File: src/rtl/muldiv_seq.sv
// Sequential 32-iteration unsigned multiply (shift-add) / divide (restoring)
// unit owning the architectural HI/LO registers.
module muldiv_seq #(
  parameter int ITER = 32
) (
  input  logic        clk,
  input  logic        reset,
  input  logic        start,
  input  logic [1:0]  op,
  input  logic [31:0] inum1,
  input  logic [31:0] inum2,
  input  logic        mthi,
  input  logic        mtlo,
  input  logic [31:0] wdata,
  input  logic        rd_req,
  output logic [31:0] _hi,
  output logic [31:0] _lo,
  output logic        busy,
  output logic        done,
  output logic        div_zero,
  output logic        stall
);

  localparam logic [1:0] OP_MULTU = 2'd1;
  localparam logic [1:0] OP_DIVU  = 2'd2;

  typedef enum logic [1:0] {S_IDLE, S_RUN, S_DONE} state_t;

  state_t      state, state_nxt;
  logic [5:0]  cnt;
  logic [31:0] acc_hi, acc_lo, opnd;
  logic        op_div, dz_r;
  logic        valid_op, accept, zero_div, last;
  logic [32:0] sum, shl, diff;
  logic [31:0] it_hi, it_lo;

  assign valid_op = (op == OP_MULTU) || (op == OP_DIVU);
  assign accept   = start && valid_op && (state != S_RUN);
  assign zero_div = (op == OP_DIVU) && (inum2 == 32'd0);
  assign last     = (cnt == 6'(ITER - 1));

  // State register
  always_ff @(posedge clk) begin
    if (reset) state <= S_IDLE;
    else       state <= state_nxt;
  end

  // Next-state logic
  always_comb begin
    state_nxt = state;
    case (state)
      S_RUN:   if (last) state_nxt = S_DONE;
      default: begin
        if (accept) state_nxt = zero_div ? S_DONE : S_RUN;
        else        state_nxt = S_IDLE;
      end
    endcase
  end

  // Output logic
  always_comb begin
    busy     = (state == S_RUN);
    done     = (state == S_DONE);
    div_zero = done && dz_r;
    stall    = busy && (start || mthi || mtlo || rd_req);
  end

  // One iteration: multiply shifts the product right with a conditional add;
  // divide shifts remainder/quotient left and subtracts when no borrow.
  always_comb begin
    sum  = {1'b0, acc_hi} + {1'b0, opnd};
    shl  = {acc_hi, acc_lo[31]};
    diff = shl - {1'b0, opnd};
    if (op_div) begin
      if (!diff[32]) begin
        it_hi = diff[31:0];
        it_lo = {acc_lo[30:0], 1'b1};
      end else begin
        it_hi = shl[31:0];
        it_lo = {acc_lo[30:0], 1'b0};
      end
    end else if (acc_lo[0]) begin
      {it_hi, it_lo} = {sum, acc_lo[31:1]};
    end else begin
      {it_hi, it_lo} = {1'b0, acc_hi, acc_lo[31:1]};
    end
  end

  // Datapath: partial results stay in acc_* until the final iteration commits
  always_ff @(posedge clk) begin
    if (reset) begin
      cnt    <= '0;
      acc_hi <= '0;
      acc_lo <= '0;
      opnd   <= '0;
      op_div <= 1'b0;
      dz_r   <= 1'b0;
      _hi    <= '0;
      _lo    <= '0;
    end else if (state == S_RUN) begin
      acc_hi <= it_hi;
      acc_lo <= it_lo;
      cnt    <= cnt + 6'd1;
      if (last) begin
        _hi <= it_hi;
        _lo <= it_lo;
      end
    end else if (accept) begin
      cnt    <= '0;
      acc_hi <= '0;
      acc_lo <= (op == OP_DIVU) ? inum1 : inum2;
      opnd   <= (op == OP_DIVU) ? inum2 : inum1;
      op_div <= (op == OP_DIVU);
      dz_r   <= zero_div;
    end else begin
      if (mthi) _hi <= wdata;
      if (mtlo) _lo <= wdata;
    end
  end

endmodule

File: config.mk
export PLATFORM = sky130hd
export DESIGN_NAME = muldiv_seq
export DESIGN_NICKNAME = d
export VERILOG_FILES = /design/src/rtl/muldiv_seq.sv
export SDC_FILE = /design/constraint.sdc
export NUM_CORES = 1
export LEC_CHECK = 0
export CAP_MARGIN = 10
export CORE_UTILIZATION = 50
export CTS_CLUSTER_SIZE = 20
export DETAILED_ROUTE_END_ITERATION = 12
export GPL_ROUTABILITY_DRIVEN = 0
export PLACE_DENSITY = 0.74
export SETUP_SLACK_MARGIN = 0.02
export SLEW_MARGIN = 20
export SYNTH_ARGS = -nofsm -noshare
export SYNTH_HDL_FRONTEND = slang
export SYNTH_SLANG_ARGS = --single-unit
File: constraint.sdc
create_clock -name clk -period 5.4 [get_ports clk]
set_input_delay 1.08 -clock clk [delete_from_list [all_inputs] [get_ports clk]]
set_output_delay 1.08 -clock clk [all_outputs]
set_load 0.01 [all_outputs]
# --- Yosys cells after proc, flatten, opt, wreduce, memory -nomap -nowiden ---
# Cells that the tools add are included.
# W data, S select, Z words.
word_totals:
  out_inout_bits: 68
  regBits: 170
  input_bits: 104
classes:
  muxes: 26
  addsub: 3
  n_reduce_logical: 16
  eq_ne: 8
  bitwise_logic: 1
ops:
  columns: ["operator", "count"]
  rows:
  - ["$mux W32", 19]
  - ["$add A32 B32 Y33", 1]
  - ["$sub A33 B32 Y33", 1]
  - ["$logic_not A32 Y1", 1]
  - ["$mux W6", 2]
  - ["$mux W2", 4]
  - ["$add A6 B1 Y6 const B", 1]
  - ["$eq A6 B5 Y1 const B", 1]
  - ["$reduce_and A3 Y1", 2]
  - ["$reduce_bool A2 Y1", 3]
  - ["$logic_and A1 B1 Y1", 5]
  - ["$eq A2 B1 Y1 const B", 2]
  - ["$eq A2 B2 Y1 const B", 2]
  - ["$logic_or A1 B1 Y1", 4]
  - ["$ne A2 B1 Y1 const B", 2]
  - ["$ne A2 B2 Y1 const B", 1]
  - ["$reduce_and A2 Y1", 1]
  - ["$mux W1", 1]
  - ["$not A1 Y1", 1]

# --- Logic depth before layout (Yosys ltp) ---
depth:
  word_depth: 6
  mapped_depth: 16
  mapped_depth_nobuf: 14

# --- Worst setup path after synthesis ---
# No wires, ideal clock.
synth_path:
  path_type: "flip-flop to flip-flop"
  startpoint: "register acc_lo[31]"
  endpoint: "register _hi[2]"
  stages_incl_launch_ff: 16
  period_less_slack_ns: 3.274
  setup_slack_ns: 2.126
  arrival_ns: 3.147
  t_required_ns: 5.272
  setup_time_ns: 0.128
  path_cell_list: "dfxtp_1 -> inv_1 -> ha_1 -> inv_1 -> fa_1 -> a211oi_2 -> o21ai_2 -> o21ai_2 -> a311oi_1 -> or4b_4 -> nand3_2 -> buf_6 -> mux2_2 -> a211oi_1 -> o31a_1 -> nor2_1"
synth_between:
  elab_chain_len: 5
synth_rtl:
  columns: ["element", "line_no", "text"]
  rows:
  - ["start: declaration", "31", "logic [31:0] acc_hi, acc_lo, opnd;"]
  - ["start signal: assignment", "102", "acc_lo <= it_lo;"]
  - ["start signal: assignment", "111", "acc_lo <= (op == OP_DIVU) ? inum1 : inum2;"]
  - ["$sub A33 B32 Y33", "73", "diff = shl - {1'b0, opnd};"]
  - ["$mux W32", "75", "if (!diff[32]) begin"]
  - ["$mux W32", "74", "if (op_div) begin"]
  - ["$mux W32", "104", "if (last) begin"]
  - ["$mux W32", "100", "end else if (state == S_RUN) begin"]
  - ["end signal: assignment", "105", "_hi <= it_hi;"]
  - ["end signal: assignment", "116", "if (mthi) _hi <= wdata;"]
  - ["end: declaration", "16", "output logic [31:0] _hi,"]
# No other way between the ends. The select of a mux whose other input is x is not followed.
# A chain may end at the register's enable or synchronous reset.

# --- Worst setup path in the final report ---
# Ends and elaborated chain as after synthesis.

==> run_results.csv <==
group,metric,value,unit
status,outcome,"complete, no violations",
global_route,aggregate_global_route_resource_usage,33.4,%
sta,clock_skew,18.7,ps
global_route,first_pass_grt_wire_length,63.7,mm
detailed_routing,antenna_violating_nets_post_route,0,
worst_hold_path,holdCritStartpoint,"_lo[6]$_SDFFE_PP0P_",
cts,cts_max_path_buffers,2,
logic_synthesis,avgSynthCellArea,7.70,µm²
cts,clkLatencyLatePin,440,ps
detailed_routing,remaining_drc_errors,0,
logic_synthesis,mappedNetlistNets,1740,
power_and_ir_drop,max-vdd-ir-drop,230,µV
detailed_routing,post_drt_via_cell_ratio,6.21,
cts,ctsHoldBuffers,0,
cells_and_area,diodes,0,
cells_and_area,seq_area,3410,µm²
worst_hold_path,min_delay_path_depth,2,
floorplan,core-area,23500,µm²
sta,timing.final.max_slew_violations,0,
setup_path,r2r_setup_slack,1080,ps
floorplan,fp.dieArea,24800,µm²
logic_synthesis,total_number_of_yosys_warnings,0,
cts,path_clk_slew,80,ps
logic_synthesis,synthArstFlopShare,0,%
logic_synthesis,edff_count_synth,0,
floorplan,num_rows,56,
power_and_ir_drop,p_leak,5.57,nW
setup_path,nature_of_the_critical_path_startpoint,"flip-flop",
global_route,first_global_vias,11500,
sta,setup_repair_after_global_routing_missed_its_margin,"false",
logic_synthesis,synth-main-ff-cell,"sky130_fd_sc_hd__dfxtp_1",
detailed_routing,postRouteWirelength,41.2,mm
setup_path,cp.arrival,4620,ps
sta,fin_tns_setup,0,ps
cells_and_area,finish.net_count,1839,
power_and_ir_drop,cellPowerDensity,276,nW/µm²
detailed_routing,routed_wire_length_per_instance,20.6,µm
cells_and_area,multiInputGateArea,8080,µm²
setup_path,worstPathMaxFanout,32,
cells_and_area,share_of_cells_above_drive_strength_1,6.79,%
global_route,maximum_number_of_pins_on_one_net_before_global_route_repair,78,
detailed_routing,detailroute.via_count,12400,
placed_design,numPortBuffers,171,
cts,tritoncts_num_sinks,170,
detailed_routing,detail_route.first_pass.iterations,6,
placed_design,instance_count_after_placement_with_tap_cells_included,1967,
cts,cts-htree-levels,4,
floorplan,floorplan.initialDensity,51.3,%
logic_synthesis,synth_seq_cells,170,
cells_and_area,layout-area-overhead-vs-synth,20.3,%
sta,finalSetupViolations,0,
cells_and_area,final.fill_count,2135,
setup_path,reg2reg_to,"_hi[2]$_SDFFE_PP0P_",
placed_design,post-dp-hpwl,30.7,mm
flow_run,maxCapViolations,0,
worst_hold_path,holdCritPathClass,"flip-flop to flip-flop",
sta,worst_slew_margin_rel,34.7,%
setup_path,cp-end-kind,"flip-flop",
floorplan,io-pin-count,172,
setup_path,critical_path_class,"flip-flop to flip-flop",
worst_hold_path,hold_end,"_lo[6]$_SDFFE_PP0P_",
sta,tightest_slew,980,ps
logic_synthesis,synthCells,1568,
floorplan,fp.dieW,157,µm
sta,max_clock_freq,0.232,GHz
cts,cts_tree,"done",
cts,cts_post_setup_buffers_inserted,0,
detailed_routing,drtIter0Drc,1331,
setup_path,reg2reg_depth,14,
logic_synthesis,netlist_area,12100,µm²
logic_synthesis,synth-seq-area-share,28.2,%
global_route,antenna_found_initial,1,
cts,cts_root_buffer,"sky130_fd_sc_hd__clkbuf_16",
cells_and_area,final-instance-count-excl-fill,1998,
sta,min_period,4320,ps
floorplan,die_height,157,µm
setup_path,required,5700,ps
cts,cts_made_buffers,17,
sta,finalHoldViolCount,0,
global_route,global_route.overflow_total,0,
cts,post_cts_resize_count,0,
sta,fin_crit_sh,80.0,%
logic_synthesis,synth_cell_types,75,
setup_path,critical_path.reg2reg.startpoint,"acc_lo[31]$_SDFFE_PP0P_",
==> cells in the final DEF (no fill, tap or decap), types with 6 or more instances in the layout <==
cell / instances
sky130_fd_sc_hd__ha_1: 65
sky130_fd_sc_hd__o21ai_0: 53
sky130_fd_sc_hd__o211ai_1: 36
sky130_fd_sc_hd__inv_1: 50
sky130_fd_sc_hd__nand3_1: 17
sky130_fd_sc_hd__nor2b_1: 21
sky130_fd_sc_hd__mux2i_1: 96
sky130_fd_sc_hd__and2_1: 6
sky130_fd_sc_hd__clkbuf_16: 17
sky130_fd_sc_hd__a21oi_1: 216
sky130_fd_sc_hd__nor4_1: 10
sky130_fd_sc_hd__a311oi_1: 23
sky130_fd_sc_hd__xor2_1: 17
sky130_fd_sc_hd__xnor2_1: 33
sky130_fd_sc_hd__mux2_2: 34
sky130_fd_sc_hd__nor2_1: 170
sky130_fd_sc_hd__nand2_1: 186
sky130_fd_sc_hd__buf_4: 17
sky130_fd_sc_hd__clkdlybuf4s50_1: 170
sky130_fd_sc_hd__o22ai_1: 7
sky130_fd_sc_hd__a31oi_1: 9
sky130_fd_sc_hd__and3_1: 7
sky130_fd_sc_hd__a21o_1: 28
sky130_fd_sc_hd__o21a_1: 9
sky130_fd_sc_hd__o31ai_1: 6
sky130_fd_sc_hd__dfxtp_1: 169
sky130_fd_sc_hd__or2_2: 6
sky130_fd_sc_hd__nor3_1: 16
sky130_fd_sc_hd__nand4_1: 15
sky130_fd_sc_hd__a211oi_1: 57
==> routing by layer <==
metal  up-vias  GRT usage (%)  routed length [µm]
met1      5789           48.1               18800
met3        82           6.39                3950
met5         -              0                   0
met2       620           49.5               17400
met4         0           11.0                1090
li1       5916              -                   -
==> synth_stat cells, types with 16 or more instances <==
library cell / instances / share of area [%]
sky130_fd_sc_hd__a21oi_1: 216 / 9.0
sky130_fd_sc_hd__nand2_1: 186 / 5.8
sky130_fd_sc_hd__nor2_1: 173 / 5.4
sky130_fd_sc_hd__dfxtp_1: 170 / 28
sky130_fd_sc_hd__mux2i_1: 96 / 8.0
sky130_fd_sc_hd__clkbuf_1: 80 / 2.5
sky130_fd_sc_hd__ha_1: 66 / 6.8
sky130_fd_sc_hd__a211oi_1: 57 / 3.5
sky130_fd_sc_hd__o21ai_0: 53 / 2.2
sky130_fd_sc_hd__inv_1: 51 / 1.6
sky130_fd_sc_hd__o211ai_1: 36 / 2.2
sky130_fd_sc_hd__mux2_2: 34 / 3.2
sky130_fd_sc_hd__xnor2_1: 33 / 2.4
sky130_fd_sc_hd__a21o_1: 28 / 1.7
sky130_fd_sc_hd__a311oi_1: 23 / 1.7
sky130_fd_sc_hd__nor2b_1: 22 / 1.1
sky130_fd_sc_hd__buf_1: 20 / 0.62
sky130_fd_sc_hd__nand3_1: 17 / 0.70
sky130_fd_sc_hd__xor2_1: 17 / 1.2
sky130_fd_sc_hd__nor3_1: 16 / 0.66
==> power by group <==
| group | total, mW | internal (mW) | leakage, nW | switching [mW] |
|---|---|---|---|---|
| logic | 1.25 | 0.530 | 3.88 | 0.719 |
| clock network | 1.30 | 0.740 | 0.300 | 0.560 |
| registers | 1.46 | 1.36 | 1.39 | 0.0986 |
==> worst max path at each step <==
stage / start / end / cells past startpoint
after global placement: acc_lo[31]$_SDFFE_PP0P_ / _hi[25]$_SDFFE_PP0P_ / 14
final: acc_lo[31]$_SDFFE_PP0P_ / _hi[2]$_SDFFE_PP0P_ / 14
after global routing: acc_lo[31]$_SDFFE_PP0P_ / _hi[2]$_SDFFE_PP0P_ / 14
after detailed placement: acc_lo[31]$_SDFFE_PP0P_ / _hi[25]$_SDFFE_PP0P_ / 14
after CTS: acc_lo[31]$_SDFFE_PP0P_ / _hi[2]$_SDFFE_PP0P_ / 14
after floorplan: acc_lo[31]$_SDFFE_PP0P_ / _hi[2]$_SDFFE_PP0P_ / 15
==> worst max-delay path, cell delays in order, from the launching register on <==
cell and delay [ps]:
sky130_fd_sc_hd__dfxtp_1 320, sky130_fd_sc_hd__inv_1 100, sky130_fd_sc_hd__ha_1 200, sky130_fd_sc_hd__inv_1 60, sky130_fd_sc_hd__fa_1 440, sky130_fd_sc_hd__a211oi_2 230
sky130_fd_sc_hd__o21ai_2 140, sky130_fd_sc_hd__o21ai_2 210, sky130_fd_sc_hd__a311oi_1 170, sky130_fd_sc_hd__o31ai_1 400, sky130_fd_sc_hd__nand3_2 780, sky130_fd_sc_hd__mux2_2 560
sky130_fd_sc_hd__a211oi_1 330, sky130_fd_sc_hd__o31a_1 180, sky130_fd_sc_hd__nor2_1 40
==> logic make-up after synthesis <==
kind of cell | Yosys count | synth area share (%)
AOI/OAI and AO/OA | 511 | 27.2
xor gates and xnor gates | 50 | 3.63
adders and majority gates | 68 | 7.17
buffers and inverters | 158 | 5.26
DFF | 170 | 28.2
muxes | 130 | 11.1
and+or+nand+nor | 481 | 17.4
==> sequential cells by signal (all words and copies together) (netlist names) <==
name    flops
op_div      1
opnd       32
_lo        32
state       2
dz_r        1
acc_hi     32
_hi        32
cnt         6
acc_lo     32
==> per-stage QoR <==
stage | utilization (%) | setup WS (ps) | area [µm²] | hold WS [ps] | power [mW]
finish | 61.7 | 1080 | 14500 | 489 | 4.01
global route | 61.7 | 766 | 14500 | 511 | 4.18
CTS | 61.7 | 1120 | 14500 | 495 | 3.99
detailed placement | 59.1 | 1160 | 13900 | 477 | 2.70
global placement | 59.1 | 1290 | 13900 | 468 | 2.69
floorplan | - | 2130 | 12100 | 462 | 2.25
==> layout make-up <==
type	instances	share of cell area, %
tap	319	2.75
sequential	170	23.5
clock buffer	17	2.93
clock inverter	14	1.30
timing repair buffer	187	12.6
multi-input combinational	1240	55.6
inverter	51	1.32
Power figures use the tool's default switching activity.
